--- src/rtl/gg_serial_ctrl.sv ---
// gg_serial_ctrl: Game Gear EXT-port serial engine (TXD $03, RXD $04, SCTRL $05).
// Bus registers, TX/RX shift FSMs, baud timebase, status flags and serial NMI.
module gg_serial_ctrl #(
    parameter int CLK_FREQ = 21477270
) (
    input  logic       clk,
    input  logic       RESET_n,
    input  logic       WR_n,
    input  logic       RD_n,
    input  logic [7:0] A,
    input  logic [7:0] D_in,
    output logic [7:0] D_out,
    output logic       txd,
    input  logic       rxd,
    output logic       nmi_n
);

    localparam int R0   = CLK_FREQ / 4800;
    localparam int R1   = CLK_FREQ / 2400;
    localparam int R2   = CLK_FREQ / 1200;
    localparam int R3   = CLK_FREQ / 300;
    localparam int PER0 = (R0 < 2) ? 2 : R0;
    localparam int PER1 = (R1 < 2) ? 2 : R1;
    localparam int PER2 = (R2 < 2) ? 2 : R2;
    localparam int PER3 = (R3 < 2) ? 2 : R3;
    localparam int CW   = $clog2(PER3 + 1);

    typedef logic [CW-1:0] cnt_t;
    typedef enum logic [1:0] {IDLE, START, DATA, STOP} st_t;

    function automatic cnt_t period(input logic [1:0] b);
        case (b)
            2'b00:   return cnt_t'(PER0);
            2'b01:   return cnt_t'(PER1);
            2'b10:   return cnt_t'(PER2);
            default: return cnt_t'(PER3);
        endcase
    endfunction

    logic       wr_q, rd_q, nmi_q, txd_q;
    logic [7:0] rda_q, dout_q, txreg_q, rxreg_q;
    logic [4:0] sctrl_q;
    logic       txf_q, rxf_q, ferr_q;
    logic       txf_d, rxf_d, ferr_d;
    st_t        tx_st_q, rx_st_q;
    cnt_t       tx_cnt_q, rx_cnt_q;
    logic [2:0] tx_bit_q, rx_bit_q;
    logic [7:0] tx_sh_q, rx_sh_q;
    logic       rx_s1_q, rx_s2_q, rx_prev_q;

    logic       wr_pulse, rd_rise, wr03, wr05;
    logic       clr_rxf, clr_ferr;
    logic       ten, ren, nen;
    logic [1:0] baud;
    cnt_t       per, half;
    logic       tx_done, tx_abort, rx_done, rx_load;

    assign wr_pulse = wr_q & ~WR_n;
    assign rd_rise  = ~rd_q & RD_n;
    assign wr03     = wr_pulse && (A == 8'h03);
    assign wr05     = wr_pulse && (A == 8'h05);
    assign clr_rxf  = rd_rise && (rda_q == 8'h04);
    assign clr_ferr = rd_rise && (rda_q == 8'h05);
    assign baud     = sctrl_q[4:3];
    assign ren      = sctrl_q[2];
    assign ten      = sctrl_q[1];
    assign nen      = sctrl_q[0];
    assign per      = period(baud);
    assign half     = per >> 1;
    assign tx_done  = ten && tx_st_q == STOP && tx_cnt_q == '0;
    assign tx_abort = !ten && tx_st_q != IDLE;
    assign rx_done  = ren && rx_st_q == STOP && rx_cnt_q == '0;

    // Flag next-state: read-clears apply before completion; ferr set beats clear
    always_comb begin
        txf_d = txf_q;
        if (tx_done || tx_abort)
            txf_d = 1'b0;
        else if (wr03)
            txf_d = 1'b1;
        rxf_d   = rxf_q & ~clr_rxf;
        rx_load = rx_done && !rxf_d;
        if (rx_load)
            rxf_d = 1'b1;
        ferr_d = ferr_q & ~clr_ferr;
        if (rx_done && (!rx_s2_q || !rx_load))
            ferr_d = 1'b1;
    end

    // Bus strobes, register file, read mux, flags and NMI
    always_ff @(posedge clk) begin
        if (!RESET_n) begin
            wr_q    <= 1'b1;
            rd_q    <= 1'b1;
            rda_q   <= 8'h00;
            dout_q  <= 8'hFF;
            sctrl_q <= 5'b0;
            txreg_q <= 8'h00;
            rxreg_q <= 8'hFF;
            txf_q   <= 1'b0;
            rxf_q   <= 1'b0;
            ferr_q  <= 1'b0;
            nmi_q   <= 1'b1;
        end else begin
            wr_q <= WR_n;
            rd_q <= RD_n;
            if (!RD_n) begin
                rda_q <= A;
                case (A)
                    8'h03:   dout_q <= txreg_q;
                    8'h04:   dout_q <= rxreg_q;
                    8'h05:   dout_q <= {sctrl_q, ferr_q, rxf_q, txf_q};
                    default: dout_q <= 8'hFF;
                endcase
            end
            if (wr05)
                sctrl_q <= D_in[7:3];
            if (wr03 && !txf_q)
                txreg_q <= D_in;
            if (rx_load)
                rxreg_q <= rx_sh_q;
            txf_q  <= txf_d;
            rxf_q  <= rxf_d;
            ferr_q <= ferr_d;
            nmi_q  <= ~(nen & rxf_q);
        end
    end

    // TX FSM: start, 8 data bits LSB first, stop; one bit period per step
    always_ff @(posedge clk) begin
        if (!RESET_n) begin
            tx_st_q  <= IDLE;
            tx_cnt_q <= '0;
            tx_bit_q <= 3'd0;
            tx_sh_q  <= 8'h00;
            txd_q    <= 1'b1;
        end else if (tx_abort) begin
            tx_st_q <= IDLE;
            txd_q   <= 1'b1;
        end else if (tx_st_q == IDLE) begin
            if (txf_q && ten) begin
                tx_st_q  <= START;
                tx_sh_q  <= txreg_q;
                tx_cnt_q <= per - cnt_t'(1);
                txd_q    <= 1'b0;
            end
        end else if (tx_cnt_q != '0) begin
            tx_cnt_q <= tx_cnt_q - cnt_t'(1);
        end else begin
            tx_cnt_q <= per - cnt_t'(1);
            unique case (tx_st_q)
                START: begin
                    tx_st_q  <= DATA;
                    tx_bit_q <= 3'd0;
                    txd_q    <= tx_sh_q[0];
                    tx_sh_q  <= tx_sh_q >> 1;
                end
                DATA: begin
                    if (tx_bit_q == 3'd7) begin
                        tx_st_q <= STOP;
                        txd_q   <= 1'b1;
                    end else begin
                        tx_bit_q <= tx_bit_q + 3'd1;
                        txd_q    <= tx_sh_q[0];
                        tx_sh_q  <= tx_sh_q >> 1;
                    end
                end
                STOP:    tx_st_q <= IDLE;
                default: tx_st_q <= IDLE;
            endcase
        end
    end

    // RX synchroniser and FSM: half-bit start check, then centre sampling
    always_ff @(posedge clk) begin
        if (!RESET_n) begin
            rx_s1_q   <= 1'b1;
            rx_s2_q   <= 1'b1;
            rx_prev_q <= 1'b1;
            rx_st_q   <= IDLE;
            rx_cnt_q  <= '0;
            rx_bit_q  <= 3'd0;
            rx_sh_q   <= 8'h00;
        end else begin
            rx_s1_q   <= rxd;
            rx_s2_q   <= rx_s1_q;
            rx_prev_q <= rx_s2_q;
            if (!ren) begin
                rx_st_q <= IDLE;
            end else if (rx_st_q == IDLE) begin
                if (rx_prev_q && !rx_s2_q) begin
                    rx_st_q  <= START;
                    rx_cnt_q <= half - cnt_t'(1);
                end
            end else if (rx_cnt_q != '0) begin
                rx_cnt_q <= rx_cnt_q - cnt_t'(1);
            end else begin
                rx_cnt_q <= per - cnt_t'(1);
                unique case (rx_st_q)
                    START: begin
                        rx_bit_q <= 3'd0;
                        rx_st_q  <= rx_s2_q ? IDLE : DATA;
                    end
                    DATA: begin
                        rx_sh_q  <= {rx_s2_q, rx_sh_q[7:1]};
                        rx_bit_q <= rx_bit_q + 3'd1;
                        if (rx_bit_q == 3'd7)
                            rx_st_q <= STOP;
                    end
                    STOP:    rx_st_q <= IDLE;
                    default: rx_st_q <= IDLE;
                endcase
            end
        end
    end

    assign D_out = dout_q;
    assign txd   = txd_q;
    assign nmi_n = nmi_q;

endmodule

--- config.mk ---
export PLATFORM = sky130hd
export DESIGN_NAME = gg_serial_ctrl
export DESIGN_NICKNAME = d
export VERILOG_FILES = /design/src/rtl/gg_serial_ctrl.sv
export SDC_FILE = /design/constraint.sdc
export NUM_CORES = 1
export LEC_CHECK = 0
export ABC_AREA = 1
export CAP_MARGIN = 10
export CORE_MARGIN = 8
export CORE_UTILIZATION = 55
export DETAILED_ROUTE_END_ITERATION = 7
export PLACE_DENSITY = 0.77
export SLEW_MARGIN = 15
export SYNTH_ARGS = -nofsm -noshare
export SYNTH_HDL_FRONTEND = slang
export SYNTH_SLANG_ARGS = --single-unit
--- constraint.sdc ---
create_clock -name clk -period 2.1 [get_ports clk]
set_clock_uncertainty 0.2 [all_clocks]
set_input_delay 0.315 -clock clk [delete_from_list [all_inputs] [get_ports clk]]
set_output_delay 0.315 -clock clk [all_outputs]
set_load 0.02 [all_outputs]
==> results_dict.tcl, run 1 <==
set metrics [dict create \
    status "complete, no violations" \
    synthesis.nets 967 \
    die_x_um 121 \
    yosysUniqueCellTypes 40 \
    rows 38 \
    drv_cap 0 \
    ys_ff_latch 107 \
    grt_pass1_vias 5179 \
    fp.dieH_um 121 \
    syn_area_mm2 0.00607 \
    critPathLaunchType "register" \
    layout_common_cells "nand2_1 (220), nor2_1 (124), dfxtp_1 (106)" \
    crit_chain "inv_1 -> ha_1 -> inv_1 -> nor2_1 -> nand2_1 -> nor2_4 -> nand2_1 -> nand2_4 -> buf_6 -> a21oi_1 -> o21ai_1 -> nand2_1 -> inv_1" \
    fillers 1004 \
    antenna_cells 0 \
    final_area_mm2 0.00696 \
    nNetsFinal 1023 \
    crit_required_ns 2.20 \
    post-route-min-period_ns 1.94 \
    cp_slowest_cell "dfxtp_1" \
    arrival_ns 2.04 \
    slew_headroom 0.626 \
    via_per_inst 5.27 \
    grt_start_max_net_pins 38 \
    hold_slack_ns 0.203 \
    power_density_mw_per_mm2 618 \
    tns_ns 0 \
    critical_path.max_stage_delay_ns 0.36 \
    clockBufferDepth 2 \
    grt_pass1_wl_mm 24.9 \
    end_kind "register" \
    cts.sinks 107 \
    drc 0 \
    worst_slew_pin_slew_ns 0.559 \
    area_delta_synth_final_pct 14.8 \
    numCtsBuffers 9 \
    min_path_type "in2reg" \
    clock_latency_ns 0.40 \
    slew_violations 0 \
    fmaxAchievable_mhz 515 \
    dp_hpwl_mm 11.3 \
    ir_drop_mv 0.644 \
    ys_seq_area_frac 0.353 \
    gp_congestion 0.921 \
    clk_pin_slew_ns 0.11 \
    totalPowerFinal_mw 4.30 \
    postPlaceCellArea_mm2 0.00673 \
    yosysWarningCount 0 \
    seq_area_mm2 0.00214 \
    fin_crit_sh 0.925 \
    antenna_found_initial 0 \
    wire_per_inst_um 13.3 \
    finalHoldViolations 0 \
    post-place-ws_ns -0.116 \
    critPathMaxFanout 12 \
    initial_core_util 0.562 \
    htree_levels 3 \
    coreArea_mm2 0.0108 \
    port-buffer-count 30 \
    setup_viol_count_final 0 \
    final_common_cell "nand2_1" \
    grt-ovfl-total 0 \
    setup_slack_ns 0.158 \
    drtIter0Drc 405 \
    syn_area_per_cell_um2 6.59 \
    root_buffer "clkbuf_8" \
    io_pins 31 \
    multi_input_area_mm2 0.00344 \
    drive_gt1_frac 0.0978 \
    syn_inst 921 \
    power_leakage_nw 3.32 \
    routed_wl_mm 14.9 \
    cts_tree "yes" \
    route.vias.total 5912 \
    grtUsageTotal 0.208 \
    cts_hold_buf 0 \
    drtAntennaViolNets 0 \
    die_area_mm2 0.0146 \
    critPathKind "reg2reg" \
    drtPass1Iterations 5 \
]
synthesized netlist by cell type:
| master | instances | area share |
|---|---|---|
| nand2_1 | 222 | 0.14 |
| nor2_1 | 125 | 0.077 |
| dfxtp_1 | 107 | 0.35 |
| nand3_1 | 100 | 0.082 |
| inv_1 | 96 | 0.059 |
| a21oi_1 | 82 | 0.068 |
| o21ai_0 | 47 | 0.039 |
| ha_1 | 25 | 0.052 |
| nand4_1 | 23 | 0.024 |
| clkbuf_1 | 19 | 0.012 |
| buf_2 | 8 | 0.0066 |
| nor3_1 | 6 | 0.0049 |
| xnor2_1 | 6 | 0.0087 |
| xor2_1 | 6 | 0.0087 |
| nand2_2 | 4 | 0.0041 |
| nor2_2 | 4 | 0.0041 |
| inv_2 | 3 | 0.0019 |
| nor2_4 | 3 | 0.0056 |
| o211ai_1 | 3 | 0.0037 |
| or2_2 | 3 | 0.0031 |
| buf_4 | 2 | 0.0025 |
| buf_6 | 2 | 0.0037 |
| nand2_4 | 2 | 0.0037 |
| nand3b_1 | 2 | 0.0025 |
| nor2_8 | 2 | 0.0066 |
| nor3_2 | 2 | 0.0033 |
| nor3b_1 | 2 | 0.0025 |
| o21a_1 | 2 | 0.0025 |
| o21bai_1 | 2 | 0.0025 |
| a21boi_0 | 1 | 0.0012 |
| a21o_1 | 1 | 0.0012 |
| a31o_2 | 1 | 0.0014 |
| and2_1 | 1 | 0.0010 |
| clkinv_1 | 1 | 0.00062 |
| nand3_4 | 1 | 0.0029 |
| nor3_4 | 1 | 0.0027 |
| o211a_1 | 1 | 0.0016 |
| o21ai_1 | 1 | 0.00082 |
| o31ai_1 | 1 | 0.0012 |
| or2_1 | 1 | 0.0010 |
report_power, final:
group          leakage (nW)  switching [mW]  internal [mW]
combinational          2.36           0.552          0.351
sequential            0.869          0.0325           2.12
clock                0.0909           0.786          0.458
path summary, 6_finish.rpt:
kind,endpoint,start,slack (ns),cells past startpoint
setup / recovery,tx_cnt_q[1],tx_cnt_q[1],0.16,13
hold / removal,rx_cnt_q[12],RESET_n,0.20,4
setup reg to reg,tx_cnt_q[1],tx_cnt_q[1],0.16,13
hold reg to reg,nmi_n,sctrl_q[0],0.25,1
routing by layer:
layer | wire (um) | share of wire | vias to the layer above | track usage
li1 | - | - | 3099 | -
met3 | 928 | 0.062 | 21 | 0.0419
met5 | 0 | 0 | - | 0
met4 | 286 | 0.019 | 0 | 0.0687
met1 | 7140 | 0.48 | 2648 | 0.284
met2 | 6590 | 0.44 | 144 | 0.320
timing repair:
item | CTS | global route
resized for setup | 1 | 13
buffers inserted | 0 | 0
setup endpoints to repair | 10 | 30
critical path: cells and delay by family, from the launching register on:
kind / cells / cell delay (ns)
AND/OR/NAND/NOR: 6 / 0.48
flip-flops: 1 / 0.36
adder cells (fa/ha/maj): 1 / 0.18
buffers and inverters: 4 / 0.33
AO/OA/AOI/OAI: 2 / 0.29
flip-flops by register name, indices dropped and copies added (netlist names), 2 cells and up:
signal	flops
rx_st_q	2
tx_bit_q	3
D_out	8
rda_q	8
txreg_q	8
rx_sh_q	8
tx_sh_q	8
tx_cnt_q	17
rx_cnt_q	17
rxreg_q	8
rx_bit_q	3
tx_st_q	2
sctrl_q	5
area by class of cell:
type	count	share of cell area
Clock buffer	10	0.0183
Clock inverter	6	0.00809
Inverter	100	0.0539
Multi-Input combinational cell	683	0.494
Sequential cell	107	0.308
Tap cell	140	0.0252
Timing Repair Buffer	76	0.0925
cell families (layout without fill, tap and decap cells):
| group | count (synthesis) | in the layout | share of synthesized area |
|---|---|---|---|
| AND/OR/NAND/NOR | 504 | 504 | 0.369 |
| XOR/XNOR | 12 | 12 | 0.0173 |
| buffers and inverters | 131 | 192 | 0.0864 |
| flip-flops | 107 | 107 | 0.353 |
| AO/OA/AOI/OAI | 142 | 142 | 0.123 |
| adder cells (fa/ha/maj) | 25 | 25 | 0.0516 |
through the flow:
stage / cells / utilization
global route: 1122 / 0.645
detailed placement: 1106 / 0.624
finish: 1122 / 0.645
floorplan: 921 / -
CTS: 1122 / 0.641
global placement: 1106 / 0.624
(Power assumes the default switching activity.)
==> inputs of run 2 (changes only) <==
--- a/config.mk
+++ b/config.mk
@@ -8,9 +8,9 @@
 export ABC_AREA = 1
 export CAP_MARGIN = 10
 export CORE_MARGIN = 8
-export CORE_UTILIZATION = 55
+export CORE_UTILIZATION = 54
 export DETAILED_ROUTE_END_ITERATION = 7
-export PLACE_DENSITY = 0.77
+export PLACE_DENSITY = 0.76
 export SLEW_MARGIN = 15
 export SYNTH_ARGS = -nofsm -noshare
 export SYNTH_HDL_FRONTEND = slang
==> results_dict.tcl, run 2 (synthesized netlist as in run 1, its figures left out) <==
set metrics [dict create \
    drtAntennaViolNets 0 \
    status "complete, no violations" \
    min_path_type "in2reg" \
    wl_met3_um 855 \
    route.vias.total 5971 \
    top_regs "rx_cnt_q: 17 flops, tx_cnt_q: 17 flops" \
    nNetsFinal 1025 \
    area_delta_synth_final_pct 16.2 \
    fmaxAchievable_mhz 507 \
    drive_gt1_frac 0.0997 \
    crit_required_ns 2.23 \
    gp_congestion 0.896 \
    critical_path.max_stage_delay_ns 0.33 \
    drc 0 \
    cts_tree "yes" \
    clk_pin_slew_ns 0.10 \
    htree_levels 3 \
    drtPass1Iterations 5 \
    setup_viol_count_final 0 \
    root_buffer "clkbuf_8" \
    rows 38 \
    grt_start_max_net_pins 61 \
    grt-ovfl-total 0 \
    worst_slew_pin_slew_ns 0.569 \
    critPathKind "reg2reg" \
    power_density_mw_per_mm2 658 \
    die_x_um 122 \
    ir_drop_mv 0.856 \
    clockPowerShare 0.339 \
    port-buffer-count 30 \
    cts.sinks 107 \
    path_common_cell "nand3_1" \
    wire_per_inst_um 13.3 \
    grt_pass1_wl_mm 25.3 \
    fp.dieH_um 122 \
    clock_latency_ns 0.39 \
    cp_slowest_cell "dfxtp_1" \
    post-route-min-period_ns 1.97 \
    arrival_ns 2.10 \
    swShare 0.283 \
    numCtsBuffers 9 \
    setup_slack_ns 0.127 \
    end_kind "register" \
    coreArea_mm2 0.0109 \
    routed_wl_mm 14.9 \
    dp_hpwl_mm 11.0 \
    crit_chain "inv_1 -> ha_1 -> nand3_1 -> nor2_4 -> nand3_1 -> inv_1 -> nand2_1 -> nand3_1 -> nor2_1 -> nor2_1" \
    initial_core_util 0.557 \
    top_layer "met4" \
    slew_violations 0 \
    finalHoldViolations 0 \
    wl_met1_mm 7.21 \
    critPathLaunchType "register" \
    final_area_mm2 0.00705 \
    power_frac_seq 0.464 \
    antenna_cells 0 \
    postPlaceCellArea_mm2 0.00677 \
    die_area_mm2 0.0149 \
    internal_power_mw 3.33 \
    grt_pass1_vias 5513 \
    io_pins 31 \
    switchingPower_mw 1.31 \
    fillers 1013 \
    combPwrFrac 0.197 \
    antenna_found_initial 0 \
    totalPowerFinal_mw 4.64 \
    slew_headroom 0.621 \
    grtUsageTotal 0.207 \
    layout_common_cells "nand2_1 (221), nor2_1 (124), dfxtp_1 (107)" \
    clockBufferDepth 2 \
    dr_wl_met2_mm 6.76 \
    drv_cap 0 \
    final_common_cell "nand2_1" \
    drtIter0Drc 412 \
    tns_ns 0 \
    cts_hold_buf 0 \
    via_per_inst 5.32 \
    power_leakage_nw 3.36 \
    fin_crit_sh 0.940 \
    post-place-ws_ns -0.0537 \
    critPathMaxFanout 6 \
]
-- run 2: cell types whose count changed in the layout (fill, tap and decap cells not counted), sizes merged --
cell	change
buf	+2
bufinv	+3
clkbuf	+1
clkinv	-2
inv	-3
-- run 2: layer usage --
layer  global-route usage  vias to the layer above
met3               0.0523                       18
met5                    0                        -
met4               0.0547                        0
li1                     -                     3100
met2                0.331                      156
met1                0.271                     2697
-- run 2: critical path, delay by kind of cell, from the launching register on --
kind	cells	cell delay (ns)
flip-flops	1	0.33
adder cells (fa/ha/maj)	1	0.21
AND/OR/NAND/NOR	7	0.82
buffers and inverters	2	0.36
-- run 2: repair_timing --
| action | 4_1_cts | 5_1_grt |
|---|---|---|
| gates resized for setup | 1 | 10 |
| buffers inserted | 0 | 0 |
| endpoints found under the setup margin | 2 | 28 |
| pin swaps | 0 | 0 |
-- run 2: power groups by stage --
stage | combinational (mW) | sequential (mW) | clock (mW)
floorplan | 0.559 | 2.22 | 0
global placement | 0.877 | 2.20 | 0
detailed placement | 0.888 | 2.20 | 0
CTS | 0.899 | 2.15 | 1.61
global route | 1.03 | 2.16 | 1.67
finish | 0.915 | 2.15 | 1.57
-- run 2: through the flow --
| step | instances | hold WS [ns] | util |
|---|---|---|---|
| after floorplan | 921 | 0.181 | - |
| after global placement | 1108 | 0.195 | 0.622 |
| after detailed placement | 1108 | 0.205 | 0.622 |
| after CTS | 1123 | 0.0914 | 0.645 |
| after global routing | 1123 | 0.106 | 0.648 |
| final | 1123 | 0.104 | 0.648 |
-- run 2: layout make-up --
| cell class | instances | area (um^2) | share of cell area |
|---|---|---|---|
| Clock inverter | 4 | 97.6 | 0.0138 |
| Sequential cell | 107 | 2140 | 0.304 |
| Tap cell | 140 | 175 | 0.0248 |
| Clock buffer | 11 | 151 | 0.0215 |
| Multi-Input combinational cell | 683 | 3430 | 0.486 |
| Inverter | 100 | 375 | 0.0532 |
| Timing Repair Buffer | 78 | 681 | 0.0965 |
-- run 2: worst paths after layout --
| kind | from | to | slack [ns] | cells after the start |
|---|---|---|---|---|
| hold / removal | RESET_n | rx_s2_q | 0.10 | 3 |
| setup reg to reg | rx_cnt_q[0] | rx_cnt_q[13] | 0.13 | 10 |
| setup / recovery | rx_cnt_q[0] | rx_cnt_q[13] | 0.13 | 10 |
| hold reg to reg | rx_s1_q | rx_s2_q | 0.22 | 1 |
